File: src/rtl/key_emu.sv
// -----------------------------------------------------------------------------
// key_emu -- key-press emulator (drive side of the push-button interface)
//
// Accepts press requests over a valid/ready handshake and drives four
// active-low key lines through a press / hold / release sequence. Stands in
// for the physical KEY1..KEY4 inputs ahead of the key-scan/debounce logic.
//
// Optional feature macro: KEY_EMU_BOUNCE_EN
//   defined   : press and release edges are each a burst of BOUNCE_EDGES
//               toggles with pseudo-random gaps (lfsr[7:0]+1 cycles).
//   undefined : clean single press and release edges; LFSR and bounce
//               states are not built, BOUNCE_EDGES and SEED are ignored.
//
// Parameters
//   HOLD_CYC     cycles the settled press is held (1 .. 2^24-1)
//   BOUNCE_EDGES toggles per bounce burst (odd, >= 1)
//   SEED         LFSR reset value (non-zero)
//
// Ports
//   clk        in   system clock
//   rst        in   asynchronous active-high reset
//   req_valid  in   press request valid
//   req_mask   in   [3:0] keys to press together (bit0 = KEY1)
//   req_ready  out  high only while idle
//   key_out    out  [3:0] emulated key lines, active-low, idle 4'b1111
//   busy       out  high whenever a sequence is in flight
//   done       out  one-cycle pulse when the sequence completes
//
// All outputs are registered.
// -----------------------------------------------------------------------------
module key_emu #(
  parameter int unsigned HOLD_CYC     = 10_000_000,
  parameter int unsigned BOUNCE_EDGES = 7,
  parameter logic [15:0] SEED         = 16'hACE1
) (
  input  logic       clk,
  input  logic       rst,
  input  logic       req_valid,
  input  logic [3:0] req_mask,
  output logic       req_ready,
  output logic [3:0] key_out,
  output logic       busy,
  output logic       done
);

  localparam logic [23:0] HOLD_LOAD = 24'(HOLD_CYC - 1);

  typedef enum logic [2:0] {
    S_IDLE,
`ifdef KEY_EMU_BOUNCE_EN
    S_PBOUNCE,
    S_RBOUNCE,
`endif
    S_HOLD,
    S_DONE
  } state_t;

  state_t      state_q;
  logic [3:0]  mask_q;
  logic [3:0]  key_q;
  logic        ready_q;
  logic        busy_q;
  logic        done_q;
  logic [23:0] hold_q;

`ifdef KEY_EMU_BOUNCE_EN
  localparam logic [15:0] TOG_LOAD = 16'(BOUNCE_EDGES - 1);

  logic [15:0] lfsr_q;
  logic [15:0] lfsr_d;
  logic [7:0]  gap_q;   // cycles still to wait before the next toggle, minus one
  logic [15:0] tog_q;   // toggles still to come in the current burst

  function automatic logic [15:0] lfsr_next(input logic [15:0] l);
    return {l[14:0], l[15] ^ l[13] ^ l[12] ^ l[10]};
  endfunction

  assign lfsr_d = lfsr_next(lfsr_q);
`endif

  always_ff @(posedge clk or posedge rst) begin
    if (rst) begin
      state_q <= S_IDLE;
      mask_q  <= 4'b0000;
      key_q   <= 4'b1111;
      ready_q <= 1'b1;
      busy_q  <= 1'b0;
      done_q  <= 1'b0;
      hold_q  <= 24'd0;
`ifdef KEY_EMU_BOUNCE_EN
      lfsr_q  <= SEED;
      gap_q   <= 8'd0;
      tog_q   <= 16'd0;
`endif
    end else begin
      done_q <= 1'b0;
      case (state_q)
        S_IDLE: begin
          if (req_valid) begin
            // First press edge happens on the accept edge itself, so the
            // lines are low in the first cycle after accept.
            mask_q  <= req_mask;
            key_q   <= ~req_mask;
            ready_q <= 1'b0;
            busy_q  <= 1'b1;
`ifdef KEY_EMU_BOUNCE_EN
            // Every toggle loads the gap to the next one and steps the LFSR.
            lfsr_q  <= lfsr_d;
            gap_q   <= lfsr_q[7:0];
            if (BOUNCE_EDGES <= 1) begin
              hold_q  <= HOLD_LOAD;
              state_q <= S_HOLD;
            end else begin
              tog_q   <= TOG_LOAD;
              state_q <= S_PBOUNCE;
            end
`else
            hold_q  <= HOLD_LOAD;
            state_q <= S_HOLD;
`endif
          end
        end

`ifdef KEY_EMU_BOUNCE_EN
        S_PBOUNCE: begin
          if (gap_q == 8'd0) begin
            key_q  <= key_q ^ mask_q;
            lfsr_q <= lfsr_d;
            gap_q  <= lfsr_q[7:0];
            tog_q  <= tog_q - 16'd1;
            // Odd toggle count: the last toggle leaves the lines low and
            // starts the settled hold.
            if (tog_q == 16'd1) begin
              hold_q  <= HOLD_LOAD;
              state_q <= S_HOLD;
            end
          end else begin
            gap_q <= gap_q - 8'd1;
          end
        end

        S_RBOUNCE: begin
          if (gap_q == 8'd0) begin
            key_q  <= key_q ^ mask_q;
            lfsr_q <= lfsr_d;
            gap_q  <= lfsr_q[7:0];
            tog_q  <= tog_q - 16'd1;
            // Last release toggle leaves the lines high; done coincides.
            if (tog_q == 16'd1) begin
              done_q  <= 1'b1;
              state_q <= S_DONE;
            end
          end else begin
            gap_q <= gap_q - 8'd1;
          end
        end
`endif

        S_HOLD: begin
          if (hold_q == 24'd0) begin
            // First release edge follows the last held cycle directly.
            key_q <= key_q ^ mask_q;
`ifdef KEY_EMU_BOUNCE_EN
            lfsr_q <= lfsr_d;
            gap_q  <= lfsr_q[7:0];
            if (BOUNCE_EDGES <= 1) begin
              done_q  <= 1'b1;
              state_q <= S_DONE;
            end else begin
              tog_q   <= TOG_LOAD;
              state_q <= S_RBOUNCE;
            end
`else
            done_q  <= 1'b1;
            state_q <= S_DONE;
`endif
          end else begin
            hold_q <= hold_q - 24'd1;
          end
        end

        S_DONE: begin
          key_q   <= 4'b1111;
          busy_q  <= 1'b0;
          ready_q <= 1'b1;
          state_q <= S_IDLE;
        end

        default: begin
          key_q   <= 4'b1111;
          busy_q  <= 1'b0;
          ready_q <= 1'b1;
          state_q <= S_IDLE;
        end
      endcase
    end
  end

  assign req_ready = ready_q;
  assign key_out   = key_q;
  assign busy      = busy_q;
  assign done      = done_q;

endmodule

File: config.mk
export PLATFORM = sky130hd
export DESIGN_NAME = key_emu
export DESIGN_NICKNAME = d
export VERILOG_FILES = /design/src/rtl/key_emu.sv
export SDC_FILE = /design/constraint.sdc
export NUM_CORES = 1
export LEC_CHECK = 0
export CAP_MARGIN = 30
export CELL_PAD_IN_SITES_DETAIL_PLACEMENT = 0
export CELL_PAD_IN_SITES_GLOBAL_PLACEMENT = 1
export CORE_AREA = 5 5 95 61
export DETAILED_ROUTE_END_ITERATION = 10
export DIE_AREA = 0 0 100 66
export GPL_ROUTABILITY_DRIVEN = 0
export PLACE_DENSITY = 0.82
export SLEW_MARGIN = 40
export SYNTH_ARGS = -nofsm -noshare
export SYNTH_HDL_FRONTEND = slang
export SYNTH_SLANG_ARGS = --single-unit
File: constraint.sdc
create_clock -name clk -period 1.7 [get_ports clk]
set_input_delay 0.425 -clock clk [delete_from_list [all_inputs] [get_ports clk]]
set_output_delay 0.425 -clock clk [all_outputs]
set_load 0.1 [all_outputs]
==> metrics <==
Crit. End Element register; r2r worst-path depth 7; failing checks negative setup slack; RSZ-0062 raised after global routing yes; FMAX 525 MHz; Std-Cell Rows 20; ys async rst share 1.00; CP Class register to register; Clock Skew 2.61 ps; CTS clock-pin slew for the worst setup and hold paths 70 ps; average footprint of a synthesized cell 10.8 um^2; worst reg2reg startpoint hold_q[10]; Die Area 6600 um^2; Pre-antenna DRT Iters 4; final std cells w/o fill 331; status finished with violations; Worst slew margin 0.733; drt via density 5.35; Clock Sinks 37; Detail Placement HPWL 3.57 mm; largest net degree at the start of global routing 38; Worst IR Drop VDD 0.560 mV; Iteration-0 DRC Markers 82; power per cell area 746 nW/um^2; GR peak layer met2; Post-Syn Nets 190; Layout Nets 273; Final Instance Area 3230 um^2; share of cells above drive strength 1 0.525; CTS tree done; endpoints failing setup 28; cts hold-fix bufs 0; Worst Path Max Fanout 3; met1 usage 0.236; Residual DRC 0; Synth Flop Type dfrtp_1; Post-Synthesis Cells 181; Final Cycle Share 1.12; root buf cell clkbuf_8; placed cell area 2680 um^2; Routed WL per cell 17.0 um; GRT Total Usage 0.170; Final Routed Wirelength 5.64 mm; Max-Cap Viols 0; GR Layer Usage met2 0.258; Seq/Total Area, Yosys 0.475; Final Hold Violating Endpoints 0; Ant. Diodes 0; met3 Use GR 0.0411; Worst R2R End hold_q[15]; grt total ovfl 0; post-route ant nets 0; leakage power 1.28 nW; WP data arrival 2090 ps; Synth Register Bits 37; Area growth, synth to finish 64.8%; total CTS buffers 5; Yosys cell types 47; initial core utilization 0.402; hold depth 1; Max Slew Vio Count 0; placed insts 300; I/O pin cnt 14; Mapped Area 1960 um^2; Via Count 1771; clk_lat worst skew 290 ps; slew of the pin with the lowest slew margin 400 ps; initial antenna violation count 0; core area 4880 um^2; worst min path class register to register; reg-to-reg slack, setup -200 ps; IO buf count 13; H-tree depth 2; clk buf depth 2; synth warn 0; vias in the first global route 1714; Critical path origin hold_q[10]; fin crit period 1900 ps; chip height 66 um; Worst Setup Slack, final -204 ps; Die Span X 100 um; global-route wire length before repair 8.51 mm; EDFF count, synth 0; Crit path required time 1880 ps; nature of the critical path startpoint register; CP Capture Point hold_q[15]
## report_power, final
part | switching [mW] | total (mW) | internal, mW
clock | 0.314 | 0.792 | 0.478
combinational | 0.259 | 0.544 | 0.285
sequential | 0.0978 | 1.07 | 0.976
## critical path, cell delays in order, from the launching register on
cell       delay (ps)
dfrtp_1           430
nor4_4            360
buf_4             180
buf_4             130
or2b_1            260
a2111oi_4         200
xnor2_1           170
nand2_1            80
## cell type report
type                            instances  area (um^2)
Fill cell                             377         1650
Multi-Input combinational cell        133         1260
Sequential cell                        37          935
Timing Repair Buffer                   83          826
Clock buffer                            7         86.3
Tap cell                               66         82.6
Clock inverter                          1         30.0
Inverter                                4         15.0
## cell families (layout without fill, tap and decap cells)
family / count (synthesis) / after routing / share of synthesized area
simple gates: 77 / 77 / 0.264
flops: 37 / 37 / 0.475
fa+ha+maj: 2 / 2 / 0.0128
xor+xnor: 11 / 11 / 0.0491
mux: 4 / 4 / 0.0204
compound gates: 39 / 39 / 0.152
buf+inv: 11 / 95 / 0.0268
## cell usage in the layout, fill, tap and decap left out, drive strengths merged, types with 2 or more instances in the layout
cell type      synthesis  layout
mux2i                  4       4
clkdlybuf4s50          0       6
inv                    4       4
or4                    4       4
a21oi                  9       9
or3                    3       3
a2111oi                4       4
nand2                 12      12
a211oi                 3       3
a311oi                 4       4
xnor2                 10      10
nor2b                  3       3
nor3                   6       6
o31ai                  4       4
nor4b                  3       3
clkbuf                 4       8
nor2                  15      15
dfstp                  5       5
nand2b                 6       6
ha                     2       2
dfrtp                 32      32
o21ai                  6       6
nand3                  7       7
and2                   4       4
and3                   2       2
nor4                   6       6
o211ai                 2       2
buf                    3      76
a21o                   4       4
## worst min-delay path by stage
| stage | from | to | slack (ps) |
|---|---|---|---|
| after global routing | mask_q[2] | key_out[2] | 480 |
| after global placement | mask_q[2] | key_out[2] | 430 |
| after floorplan | mask_q[1] | key_out[1] | 420 |
| after CTS | mask_q[2] | key_out[2] | 450 |
| final | mask_q[0] | key_out[0] | 450 |
| after detailed placement | mask_q[1] | key_out[1] | 440 |
## sequential cells by signal, indices dropped and copies added (netlist names)
name / count
req_ready: 1
state_q: 2
key_out: 4
busy: 1
mask_q: 4
hold_q: 24
done: 1
## cell usage after synthesis, types with 5 or more instances
cell type / n / area [um^2]
dfrtp_1: 32 / 801
nor2_1: 15 / 56.3
nand2_1: 12 / 45.0
xnor2_1: 10 / 87.6
a21oi_1: 8 / 40.0
nand2b_1: 6 / 37.5
dfstp_2: 5 / 131
nand3_1: 5 / 25.0
## metrics by stage
stage / hold slack [ps] / utilization / setup slack (ps) / TNS [ps] / power [mW]
floorplan: 416 / - / -37.1 / -206 / 1.30
global placement: 430 / 0.549 / -161 / -2050 / 1.50
detailed placement: 438 / 0.549 / -263 / -3320 / 1.52
CTS: 447 / 0.597 / -119 / -1900 / 2.34
global route: 482 / 0.662 / -263 / -5010 / 2.52
finish: 451 / 0.662 / -204 / -2820 / 2.41
## layer usage
layer	part of all wire	vias to the layer above
li1	-	831
met1	0.47	896
met2	0.48	33
met3	0.030	11
met4	0.020	0
met5	0	-
## what timing repair did
| action | CTS | global route |
|---|---|---|
| endpoints found under the setup margin | 27 | 29 |
| gates resized for setup | 10 | 46 |
| pin swaps | 9 | 27 |
| setup buffers | 8 | 15 |
| cloned | 0 | 0 |
No activity file was read; power rests on OpenSTA's default activity.
